--- config.mk ---
export PLATFORM = sky130hd
export DESIGN_NAME = seq_addsub_flat
export DESIGN_NICKNAME = d
export VERILOG_FILES = /design/src/rtl/seq_addsub_pkg.sv /design/src/rtl/seq_addsub_if.sv /design/src/rtl/seq_addsub_chunk_adder.sv /design/src/rtl/seq_addsub.sv /design/src/flat_wrapper.sv
export SDC_FILE = /design/constraint.sdc
export NUM_CORES = 1
export LEC_CHECK = 0
export ABC_AREA = 1
export CAP_MARGIN = 20
export CORE_UTILIZATION = 46
export DETAILED_ROUTE_END_ITERATION = 8
export PLACE_DENSITY = 0.74
export SLEW_MARGIN = 25
export SYNTH_ARGS = -nofsm -noshare
export SYNTH_HDL_FRONTEND = slang
export SYNTH_SLANG_ARGS = --single-unit
--- constraint.sdc ---
create_clock -name clk -period 2.7 [get_ports clk]
set_input_delay 0.405 -clock clk [delete_from_list [all_inputs] [get_ports clk]]
set_output_delay 0.405 -clock clk [all_outputs]
set_load 0.02 [all_outputs]
--- src/rtl/seq_addsub_pkg.sv ---
// seq_addsub shared types: FSM states and operation encodings.
// Optional status outputs are enabled by STATUS_FLAGS_EN.
package addsub_pkg;

  typedef enum logic [1:0] {
    IDLE,
    BUSY,
    DONE
  } state_t;

  localparam logic OP_ADD = 1'b0;
  localparam logic OP_SUB = 1'b1;

endpackage

--- src/rtl/seq_addsub_if.sv ---
// Operand/result handshake bundle for seq_addsub.
// zero/neg exist only when STATUS_FLAGS_EN is defined.
interface seq_addsub_if #(
  parameter int WIDTH = 16
);

  logic             in_valid;
  logic             in_ready;
  logic [WIDTH-1:0] a;
  logic [WIDTH-1:0] b;
  logic             sub;
  logic             cin;
  logic             out_valid;
  logic             out_ready;
  logic [WIDTH-1:0] result;
  logic             cout;
  logic             ovf;
`ifdef STATUS_FLAGS_EN
  logic             zero;
  logic             neg;

  modport master (
    output in_valid, a, b, sub, cin,
    output out_ready,
    input  in_ready, out_valid,
    input  result, cout, ovf, zero, neg
  );

  modport slave (
    input  in_valid, a, b, sub, cin,
    input  out_ready,
    output in_ready, out_valid,
    output result, cout, ovf, zero, neg
  );
`else
  modport master (
    output in_valid, a, b, sub, cin,
    output out_ready,
    input  in_ready, out_valid,
    input  result, cout, ovf
  );

  modport slave (
    input  in_valid, a, b, sub, cin,
    input  out_ready,
    output in_ready, out_valid,
    output result, cout, ovf
  );
`endif

endinterface

--- src/rtl/seq_addsub_chunk_adder.sv ---
// CHUNK-bit combinational ripple adder built from full adders.
// Also exposes the carry into its top bit for overflow detection.
module fulladder (
  input  logic a,
  input  logic b,
  input  logic cin,
  output logic s,
  output logic cout
);

  assign s    = a ^ b ^ cin;
  assign cout = (a & b) | (cin & (a ^ b));

endmodule

module chunk_adder #(
  parameter int CHUNK = 4
) (
  input  logic [CHUNK-1:0] a,
  input  logic [CHUNK-1:0] b,
  input  logic             cin,
  output logic [CHUNK-1:0] s,
  output logic             cout,
  output logic             c_msb_in
);

  logic [CHUNK:0] c;

  assign c[0] = cin;

  for (genvar i = 0; i < CHUNK; i++) begin : g_fa
    fulladder u_fa (
      .a    (a[i]),
      .b    (b[i]),
      .cin  (c[i]),
      .s    (s[i]),
      .cout (c[i+1])
    );
  end

  assign cout     = c[CHUNK];
  assign c_msb_in = c[CHUNK-1];

endmodule

--- src/rtl/seq_addsub.sv ---
// Multi-cycle add/sub reusing one CHUNK-bit ripple over WIDTH/CHUNK cycles.
// Define STATUS_FLAGS_EN to add registered zero/neg outputs.
module seq_addsub
  import addsub_pkg::*;
#(
  parameter int WIDTH = 16,
  parameter int CHUNK = 4
) (
  input logic        clk,
  input logic        rst_n,
  seq_addsub_if.slave bus
);

  localparam int NCH = WIDTH / CHUNK;
  localparam int IW  = (NCH > 1) ? $clog2(NCH) : 1;

  state_t           state;
  state_t           state_nxt;
  logic [WIDTH-1:0] opa;
  logic [WIDTH-1:0] opb;
  logic [WIDTH-1:0] res_q;
  logic [WIDTH-1:0] res_nxt;
  logic             carry;
  logic [IW-1:0]    idx;
  logic             cout_q;
  logic             ovf_q;
  logic [CHUNK-1:0] ca;
  logic [CHUNK-1:0] cb;
  logic [CHUNK-1:0] cs;
  logic             cc;
  logic             cm;
  logic             accept;
  logic             last;

  assign accept = bus.in_valid && (state == IDLE);
  assign last   = (idx == IW'(NCH - 1));
  assign ca     = opa[idx*CHUNK +: CHUNK];
  assign cb     = opb[idx*CHUNK +: CHUNK];

  chunk_adder #(
    .CHUNK (CHUNK)
  ) u_chunk (
    .a        (ca),
    .b        (cb),
    .cin      (carry),
    .s        (cs),
    .cout     (cc),
    .c_msb_in (cm)
  );

  always_comb begin
    res_nxt = res_q;
    res_nxt[idx*CHUNK +: CHUNK] = cs;
  end

  always_ff @(posedge clk or negedge rst_n) begin
    if (!rst_n) state <= IDLE;
    else        state <= state_nxt;
  end

  always_comb begin
    state_nxt = state;
    unique case (state)
      IDLE:    if (accept)        state_nxt = BUSY;
      BUSY:    if (last)          state_nxt = DONE;
      DONE:    if (bus.out_ready) state_nxt = IDLE;
      default:                    state_nxt = IDLE;
    endcase
  end

  // B is inverted at capture so the chunk loop only ever adds.
  always_ff @(posedge clk or negedge rst_n) begin
    if (!rst_n) begin
      opa    <= '0;
      opb    <= '0;
      res_q  <= '0;
      carry  <= 1'b0;
      idx    <= '0;
      cout_q <= 1'b0;
      ovf_q  <= 1'b0;
    end else begin
      unique case (state)
        IDLE: begin
          if (accept) begin
            opa   <= bus.a;
            opb   <= bus.b ^ {WIDTH{bus.sub == OP_SUB}};
            carry <= bus.cin;
            idx   <= '0;
          end
        end
        BUSY: begin
          res_q <= res_nxt;
          carry <= cc;
          idx   <= idx + 1'b1;
          if (last) begin
            cout_q <= cc;
            ovf_q  <= cc ^ cm;
          end
        end
        default: ;
      endcase
    end
  end

`ifdef STATUS_FLAGS_EN
  logic zero_q;
  logic neg_q;

  always_ff @(posedge clk or negedge rst_n) begin
    if (!rst_n) begin
      zero_q <= 1'b0;
      neg_q  <= 1'b0;
    end else if (state == BUSY && last) begin
      zero_q <= (res_nxt == '0);
      neg_q  <= res_nxt[WIDTH-1];
    end
  end

  assign bus.zero = zero_q;
  assign bus.neg  = neg_q;
`endif

  assign bus.in_ready  = (state == IDLE);
  assign bus.out_valid = (state == DONE);
  assign bus.result    = res_q;
  assign bus.cout      = cout_q;
  assign bus.ovf       = ovf_q;

endmodule

--- src/flat_wrapper.sv ---
// flat-port wrapper written by rule: the top's interface ports become plain ports
module seq_addsub_flat import addsub_pkg::*;
#(
  parameter int WIDTH = 16,
  parameter int CHUNK = 4
)
  (clk, rst_n, bus_in_valid, bus_a, bus_b, bus_sub, bus_cin, bus_out_ready, bus_in_ready, bus_out_valid, bus_result, bus_cout, bus_ovf);
  seq_addsub_if #(.WIDTH(WIDTH)) bus_i ();
  input logic clk;
  input logic rst_n;
  input wire logic [$bits(bus_i.in_valid)-1:0] bus_in_valid;
  input wire logic [$bits(bus_i.a)-1:0] bus_a;
  input wire logic [$bits(bus_i.b)-1:0] bus_b;
  input wire logic [$bits(bus_i.sub)-1:0] bus_sub;
  input wire logic [$bits(bus_i.cin)-1:0] bus_cin;
  input wire logic [$bits(bus_i.out_ready)-1:0] bus_out_ready;
  output wire logic [$bits(bus_i.in_ready)-1:0] bus_in_ready;
  output wire logic [$bits(bus_i.out_valid)-1:0] bus_out_valid;
  output wire logic [$bits(bus_i.result)-1:0] bus_result;
  output wire logic [$bits(bus_i.cout)-1:0] bus_cout;
  output wire logic [$bits(bus_i.ovf)-1:0] bus_ovf;
  assign bus_i.in_valid = bus_in_valid;
  assign bus_i.a = bus_a;
  assign bus_i.b = bus_b;
  assign bus_i.sub = bus_sub;
  assign bus_i.cin = bus_cin;
  assign bus_i.out_ready = bus_out_ready;
  assign bus_in_ready = bus_i.in_ready;
  assign bus_out_valid = bus_i.out_valid;
  assign bus_result = bus_i.result;
  assign bus_cout = bus_i.cout;
  assign bus_ovf = bus_i.ovf;
  seq_addsub #(.WIDTH(WIDTH), .CHUNK(CHUNK)) u_core (.clk(clk), .rst_n(rst_n), .bus(bus_i));
endmodule
==> impl_metrics.ini, run 1 <==
[critical_path]
start_kind = flop
critPathLaunch = u_core.idx[0]$_DFFE_PN0P_
rr_startpoint = u_core.idx[0]$_DFFE_PN0P_
crit_type = reg2reg
rrSetupSlack_ps = 40
crit_required_ps = 2910
worst_r2r_path_depth = 13
crit_end = u_core.bus.result[3]$_DFFE_PN0P_
path_max_fanout = 7
critPathArrivalTime_ps = 2860
cp-end-kind = flop
r2r_end = u_core.bus.result[3]$_DFFE_PN0P_

[clock_tree]
holdBufCountCts = 0
cts-buffers-inserted = 5
cts_tree = yes
clk_pin_slew_ps = 100
clk_latency_ps = 310
cts_max_level = 2
clock_sinks = 55
clock_tree.root_cell = clkbuf_8
cts_buffer_depth = 2

[drt]
vias = 2418
drt-initial-drc-count = 112
drc = 0
avgRoutedWirePerCell_um = 12.4
final_antenna_net_count = 0
routed_wl_mm = 6.11
dr.pass1.iters = 4
vias_per_cell = 4.88

[timing]
slew_headroom_pct = 46.9
hold_viol = 0
tightest_slew_ps = 795
rsz0062_at_grt = yes
fmax_mhz = 376
period_needed_ps = 2660
fin_crit_sh_pct = 98.4
setup_tns_ps = 0
worst_clock_skew_ps = 11.6
setup_violations = 0
maxSlewViolCount = 0
holdWs_ps = 191

[place]
dp_hpwl_mm = 4.47
dp_cells = 483
port-buffer-count = 57
place_congestion = 0.854

[synth]
synthFlopType = dfrtp_1
synth_edf_count = 0
async_reset_ff_share_pct = 100
synth_seq_area_share_pct = 49.1
synth_fp_nets = 402
synth_top_area_share_pct = 49.1
synth_top_cell_by_area = dfrtp_1
synthTopCellsByArea = dfrtp_1 49%, nand2_1 22%, xor2_1 5.3%, nand3_1 4.3%, nor2_1 3.1%
synth_cell_type_count = 19
syn_avg_cell_area_um2 = 7.92
yosysWarnings = 0
synthCells = 354
synth_area_um2 = 2810
synth-seq-cells = 55

[floorplan]
dieArea_um2 = 6410
rows = 28
die_y_um = 80.1
fp.coreArea_um2 = 5890
start_util_pct = 47.7
pin_count = 58
dieWidth_um = 80.1

[power]
leakage_nw = 1.84
ir_drop_uv = 642
power_density_nw_per_um2 = 1220
pwr-share-clk_pct = 10.0
intPower_mw = 2.40
p_seq_share_pct = 31.9
p_switching_mw = 2.02
switching_share_pct = 45.6
combPwrFrac_pct = 58.1

[layout]
nFillCells = 553
fin_util_pct = 61.7
drive_gt1_share_pct = 10.7
insertedDiodeCount = 0
stdcell_count = 495
syn2layout_area_growth_pct = 29.4
nets = 467

[grt]
grt_pass1_vias = 2327
antenna_found_initial = 0
grt_pass1_wl_mm = 10.2
grt_overflow_total = 0
grt_start_max_net_pins = 56
track_usage_pct = 20.8

[run]
cap_violations = 0

[status]
outcome = completed

[min_path]
hold_path_class = in2async
[registers in the layout, indices dropped and copies added (netlist names)]
register           flops
u_core.state           2
u_core.bus.result     16
u_core.idx             2
u_core.opa            16
u_core.opb            16
u_core.bus.ovf         1
u_core.bus.cout        1
u_core.carry           1
[worst max-delay path: stages (launching register included)]
cell and delay, ps:
dfrtp_2 470, inv_4 110, nand2_1 90, nand3_2 80, nand2_2 60, fa_2 340, fa_2 400, inv_2 70
fa_2 210, fa_2 480, inv_2 70, nor2_2 30, nand3_1 90, nand2_1 50
[how the worst min path moves through the flow]
stage / to / slack, ps
after global placement: u_core.bus.cout$_DFFE_PN0P_ / 460
after detailed placement: u_core.opb[15]$_DFFE_PN0P_ / 460
after global routing: u_core.bus.result[14]$_DFFE_PN0P_ / 260
after CTS: u_core.bus.result[14]$_DFFE_PN0P_ / 240
final: u_core.state[1]$_DFFE_PN0P_ / 190
after floorplan: u_core.bus.cout$_DFFE_PN0P_ / 110
[cell families (layout without fill, tap and decap cells)]
logic type               after synthesis  count (layout)  synth area share (%)
AND/OR/NAND/NOR                      219             219                  30.7
XOR/XNOR                              17              17                  5.31
flip-flops                            55              55                  49.1
buffers and inverters                 34             100                  5.53
AO/OA/AOI/OAI                         19              19                  3.84
adder cells (fa/ha/maj)               10              10                  5.53
[metrics by stage]
| step | instance area [um^2] | setup slack (ps) | power [mW] |
|---|---|---|---|
| 6_report | 3630 | 43.9 | 4.42 |
| 5_1_grt | 3630 | -50.2 | 4.82 |
| 4_1_cts | 3560 | 0.214 | 4.23 |
| 3_5_place_dp | 3470 | -48.7 | 3.76 |
| 3_3_place_gp | 3470 | 77.2 | 3.69 |
| 2_1_floorplan | 2810 | 3.64 | 2.99 |
[timing repair]
action / 4_1_cts / 5_1_grt
hold endpoints to repair: 0 / 0
endpoints found under the setup margin: 3 / 5
buffers inserted: 1 / 3
gates resized for setup: 3 / 18
pin swaps: 1 / 7
[Yosys cell counts (2+ instances only)]
library cell and instances:
buf_2 7, nand3_1 24, o211ai_1 4, buf_4 4
inv_1 19, dfrtp_1 55, o21ai_0 14, ha_1 6
xor2_1 17, clkbuf_1 2, nand4_1 2, fa_1 4
nor2_1 23, nand2_1 168
[power by group through the flow]
stage               logic, mW  registers, mW  clock network [mW]
floorplan                1.54           1.45                   0
global placement         2.29           1.40                   0
detailed placement       2.34           1.41                   0
CTS                      2.39           1.40               0.446
global route             2.90           1.44               0.484
finish                   2.57           1.41               0.441
[metal layers]
layer  wire length, um  track usage, %
met2              3000            37.5
met5                 0               0
met4               170            5.71
met1              2680            25.1
met3               265            4.20
[cell usage in the layout, fill, tap and decap left out]
cell type | Yosys | final
nand3_1 | 24 | 20
buf_4 | 4 | 14
clkbuf_1 | 2 | 2
buf_6 | 0 | 1
nand3_2 | 0 | 4
inv_4 | 0 | 1
xor2_1 | 17 | 17
clkbuf_8 | 0 | 5
clkdlybuf4s50_1 | 0 | 56
dfrtp_1 | 55 | 54
dfrtp_2 | 0 | 1
nand4_1 | 2 | 2
nand2_1 | 168 | 163
o21ai_0 | 14 | 14
buf_2 | 7 | 1
clkinv_2 | 0 | 1
inv_2 | 1 | 5
o211ai_1 | 4 | 4
nand2_2 | 1 | 6
o31ai_1 | 1 | 1
fa_2 | 0 | 4
ha_1 | 6 | 6
inv_1 | 19 | 14
nor2_1 | 23 | 22
nor2_2 | 1 | 2
[area by class of cell]
cell class                      count  area (um^2)  share of cell area, %
Sequential cell                    55         1380                   37.9
Multi-Input combinational cell    265         1320                   36.3
Inverter                           20         77.6                   2.14
Tap cell                           75         93.8                   2.58
Timing Repair Buffer               72          682                   18.8
Clock inverter                      1         5.00                  0.138
Clock buffer                        7         76.3                   2.10
Note: power is estimated with default switching activity, not from simulation.
==> run 2: changes to the inputs <==
--- a/config.mk
+++ b/config.mk
@@ -7,9 +7,11 @@
 export LEC_CHECK = 0
 export ABC_AREA = 1
 export CAP_MARGIN = 20
+export CORE_MARGIN = 5
 export CORE_UTILIZATION = 46
 export DETAILED_ROUTE_END_ITERATION = 8
 export PLACE_DENSITY = 0.74
+export SETUP_SLACK_MARGIN = 0.15
 export SLEW_MARGIN = 25
 export SYNTH_ARGS = -nofsm -noshare
 export SYNTH_HDL_FRONTEND = slang
==> run 2 against run 1 <==
Clock power barely moved. Hold slack lost 84 ps. Combinational power is essentially flat. Fmax up 1.6%. Die area up 21%. Sequential share of layout area fell by 0.29 points. Wire length up 2.2%. Clock skew down 1.2 ps. Cell count down 0.20%. Register-to-register slack gained 40 ps. Global-route usage shrank 3.8 points. Critical path type unchanged. Critical endpoint is now u_core.bus.result[11]$_DFFE_PN0P_.
==> impl_metrics.ini, run 2 (synthesis results as in run 1) <==
[status]
outcome = completed

[drt]
vias = 2373
vias_per_cell = 4.80
drc = 0
avgRoutedWirePerCell_um = 12.7
dr.pass1.iters = 4
drt-initial-drc-count = 100
final_antenna_net_count = 0
routed_wl_mm = 6.25

[layout]
nets = 466
stdcell_count = 494
nFillCells = 537
mostFrequentLayoutCells = 159 x nand2_1, 56 x clkdlybuf4s50_1, 53 x dfrtp_1, 23 x nor2_1, 18 x nand3_1
fin_util_pct = 61.9
syn2layout_area_growth_pct = 30.6
multi_input_area_um2 = 1340
insertedDiodeCount = 0
drive_gt1_share_pct = 11.5
layout_commonest_cell = nand2_1
regArea_um2 = 1380

[critical_path]
path_max_fanout = 6
crit_required_ps = 2890
start_kind = flop
cp-end-kind = flop
crit_top_cell = fa_2
cp_cell_sequence = inv_4 > nand2_1 > nand3_2 > nand2_2 > fa_2 > fa_2 > inv_2 > fa_2 > fa_2 > nand2_2 > inv_1 > nand3_1 > nand2_1
crit_type = reg2reg
critical_path.max_stage_delay_ps = 480
cp_slowest_cell = dfrtp_2
worst_r2r_path_depth = 13
critPathArrivalTime_ps = 2810

[run]
cap_violations = 0

[floorplan]
dieWidth_um = 88.1
die_y_um = 88.1
pin_count = 58
rows = 28
start_util_pct = 47.4
dieArea_um2 = 7760
fp.coreArea_um2 = 5920

[timing]
period_needed_ps = 2610
rsz0062_at_grt = yes
tightest_slew_ps = 784
setup_violations = 0
maxSlewViolCount = 0
slew_headroom_pct = 47.6
worst_clock_skew_ps = 10.4
fin_crit_sh_pct = 96.8
holdWs_ps = 108
layout_setup_ws_ps = 86.7
hold_viol = 0
fmax_mhz = 383

[clock_tree]
holdBufCountCts = 0
clock_tree.root_cell = clkbuf_8
cts-buffers-inserted = 5
cts_tree = yes
clk_pin_slew_ps = 100
clock_sinks = 55
cts_buffer_depth = 2
cts_max_level = 2
clk_latency_ps = 310

[grt]
grt_pass1_vias = 2337
antenna_found_initial = 0
grt_pass1_wl_mm = 10.4
track_usage_pct = 17.0
grt_overflow_total = 0
grt_start_max_net_pins = 34

[power]
total_power_mw = 4.43
ir_drop_uv = 666
power_density_nw_per_um2 = 1210
leakage_nw = 1.85

[place]
dp_hpwl_mm = 4.56
port-buffer-count = 57
place_congestion = 0.896
dp_cells = 481
dpl_worst_slack_ps = 73.4

[min_path]
hold_path_class = in2async
run 2: cell types whose count changed in the layout (fill, tap and decap cells not counted), sizes merged:
cell | before | now
buf | 16 | 15
run 2: repair_timing:
| item | 4_1_cts | 5_1_grt |
|---|---|---|
| setup endpoints to repair | 4 | 5 |
| gates resized for setup | 2 | 22 |
| buffers inserted | 2 | 3 |
| pin swaps | 3 | 5 |
run 2: through the flow:
step	setup TNS [ps]	cell area, um^2
CTS	0	3570
floorplan	0	2830
finish	0	3660
detailed placement	0	3470
global placement	0	3470
global route	-20.5	3660
run 2: critical path: cells and delay by family (launching register included):
family | cells | cell delay [ps]
buf+inv | 3 | 200
flops | 1 | 480
fa+ha+maj | 4 | 1400
simple gates | 6 | 420
run 2: path summary, 6_finish.rpt:
path                                                  start                                end  slack (ps)
min in group clk           u_core.bus.result[2]$_DFFE_PN0P_   u_core.bus.result[2]$_DFFE_PN0P_         490
min                                                   rst_n  u_core.bus.result[12]$_DFFE_PN0P_         110
max in group asynchronous                             rst_n          u_core.idx[0]$_DFFE_PN0P_        2010
max reg2reg                       u_core.idx[0]$_DFFE_PN0P_  u_core.bus.result[11]$_DFFE_PN0P_          90
max                               u_core.idx[0]$_DFFE_PN0P_  u_core.bus.result[11]$_DFFE_PN0P_          90
min reg2reg                u_core.bus.result[2]$_DFFE_PN0P_   u_core.bus.result[2]$_DFFE_PN0P_         490
run 2: where the power goes:
group | switching (mW) | leakage, nW | total, mW | internal [mW]
clock | 0.256 | 0.0422 | 0.439 | 0.183
combinational | 1.51 | 1.11 | 2.58 | 1.07
sequential | 0.240 | 0.702 | 1.41 | 1.17
total | 2.00 | 1.85 | 4.43 | 2.43
run 2: layout make-up:
| type | count | share of cell area (%) |
|---|---|---|
| Clock inverter | 1 | 0.137 |
| Multi-Input combinational cell | 265 | 36.5 |
| Sequential cell | 55 | 37.6 |
| Inverter | 20 | 2.12 |
| Tap cell | 75 | 2.56 |
| Timing Repair Buffer | 71 | 19.0 |
| Clock buffer | 7 | 2.08 |
run 2: metal layers:
| metal | track usage, % | part of all wire (%) | up-vias |
|---|---|---|---|
| li1 | - | - | 1215 |
| met1 | 22.1 | 44 | 1097 |
| met2 | 29.0 | 49 | 54 |
| met3 | 3.67 | 5.4 | 7 |
| met4 | 4.53 | 1.1 | 0 |
| met5 | 0 | 0 | - |
==> run 3: changes to the inputs <==
==> constraint.sdc (replaced) <==
create_clock -name clk -period 2.7 [get_ports clk]
set_input_delay 0.405 -clock clk [delete_from_list [all_inputs] [get_ports clk]]
set_output_delay 0.405 -clock clk [all_outputs]
set_load 0.1 [all_outputs]
==> run 3 against run 2 <==
Clock power increased by 29%. Via count decreased by 0.17%. Register-to-register slack improved by 30 ps. Total power increased by 15%. Largest power group unchanged. First-iteration DRC count increased by 32%. Wire length decreased by 1.9%. Critical path depth unchanged.
==> impl_metrics.ini, run 3 (synthesis results as in run 1) <==
[floorplan]
start_util_pct = 47.4
dieArea_um2 = 7760
rows = 28
fp.coreArea_um2 = 5920
die_y_um = 88.1
dieWidth_um = 88.1
pin_count = 58

[status]
outcome = completed

[timing]
fin_crit_sh_pct = 95.6
layout_setup_ws_ps = 119
tightest_slew_ps = 790
slew_headroom_pct = 47.2
period_needed_ps = 2580
setup_violations = 0
fmax_mhz = 387
rsz0062_at_grt = yes
maxSlewViolCount = 0
worst_clock_skew_ps = 4.12
hold_viol = 0

[layout]
insertedDiodeCount = 0
syn2layout_area_growth_pct = 29.8
nets = 466
drive_gt1_share_pct = 15.8
mostFrequentLayoutCells = 159 x nand2_1, 53 x dfrtp_1, 36 x clkdlybuf4s50_1, 31 x buf_4, 23 x nor2_1
fin_util_pct = 61.5
layout_commonest_cell = nand2_1

[grt]
antenna_found_initial = 0
track_usage_pct = 16.9
grt_overflow_total = 0
grt_start_max_net_pins = 34
grt_pass1_vias = 2375
grt_pass1_wl_mm = 10.4

[clock_tree]
cts_buffer_depth = 2
holdBufCountCts = 0
clock_sinks = 55
clk_latency_ps = 310
clk_pin_slew_ps = 100
cts_tree = yes
cts-buffers-inserted = 5
cts_max_level = 2
clock_tree.root_cell = clkbuf_8

[critical_path]
path_max_fanout = 6
crit_end = u_core.bus.result[11]$_DFFE_PN0P_
rr_startpoint = u_core.idx[0]$_DFFE_PN0P_
critPathLaunch = u_core.idx[0]$_DFFE_PN0P_
r2r_end = u_core.bus.result[11]$_DFFE_PN0P_
crit_required_ps = 2910
rrSetupSlack_ps = 120
crit_type = reg2reg
worst_r2r_path_depth = 13
start_kind = flop
cp-end-kind = flop
critPathArrivalTime_ps = 2790

[power]
leakage_nw = 1.90
p_switching_mw = 2.56
combPwrFrac_pct = 61.1
pwr-share-clk_pct = 11.1
total_power_mw = 5.08
switching_share_pct = 50.4
p_seq_share_pct = 27.7
power_density_nw_per_um2 = 1400
intPower_mw = 2.52
ir_drop_uv = 862

[run]
cap_violations = 0

[place]
place_congestion = 0.882
port-buffer-count = 57
dp_hpwl_mm = 4.54
dpl_worst_slack_ps = 47.3

[drt]
avgRoutedWirePerCell_um = 12.4
vias_per_cell = 4.80
drt-initial-drc-count = 132
vias = 2369
final_antenna_net_count = 0
drc = 0
routed_wl_mm = 6.13
dr.pass1.iters = 4

[min_path]
hold_path_class = in2async
run 3: metrics by stage:
stage	instance area, um^2	TNS [ps]	instances	hold slack (ps)
floorplan	2830	0	354	109
global placement	3410	0	479	460
detailed placement	3410	0	479	461
CTS	3570	0	490	151
global route	3640	-39.0	494	175
finish	3640	0	494	134
run 3: layout make-up:
| type | instances | area [um^2] |
|---|---|---|
| Timing Repair Buffer | 71 | 653 |
| Clock buffer | 6 | 82.6 |
| Fill cell | 558 | 2280 |
| Sequential cell | 55 | 1380 |
| Multi-Input combinational cell | 265 | 1320 |
| Inverter | 20 | 77.6 |
| Tap cell | 75 | 93.8 |
| Clock inverter | 2 | 35.0 |
run 3: critical path, stage by stage (launching register included):
cell	delay, ps
dfrtp_2	480
inv_4	120
nand2_1	60
nand3_1	80
nand2_2	60
fa_2	340
fa_2	350
inv_2	60
fa_2	220
fa_2	460
nand2_2	90
inv_1	40
nand3_1	70
nand2_1	50
run 3: metal layers:
layer	vias up	global-route usage (%)	wire length (um)
li1	1218	-	-
met1	1080	21.9	2750
met2	61	28.1	2920
met3	10	4.05	363
met4	0	5.08	97
met5	-	0	0
run 3: worst min-delay path by stage:
stage,from,end,slack (ps),cells past startpoint
floorplan,rst_n,u_core.bus.cout$_DFFE_PN0P_,110,0
global placement,u_core.opb[14]$_DFFE_PN0P_,u_core.opb[14]$_DFFE_PN0P_,460,2
detailed placement,u_core.opb[14]$_DFFE_PN0P_,u_core.opb[14]$_DFFE_PN0P_,460,2
CTS,rst_n,u_core.bus.ovf$_DFFE_PN0P_,150,1
global route,rst_n,u_core.idx[0]$_DFFE_PN0P_,180,1
finish,rst_n,u_core.state[0]$_DFFE_PN0P_,130,1
run 3: timing repair:
item,CTS,global route
gates resized for setup,2,15
buffers inserted,3,4
endpoints found under the setup margin,4,5
pin swaps,4,2
run 3: power by group through the flow:
stage,Combinational (mW),Sequential (mW),Clock [mW]
finish,3.11,1.41,0.567
global route,3.47,1.46,0.607
CTS,2.95,1.41,0.575
detailed placement,2.86,1.42,0
global placement,2.81,1.41,0
floorplan,1.66,1.94,0
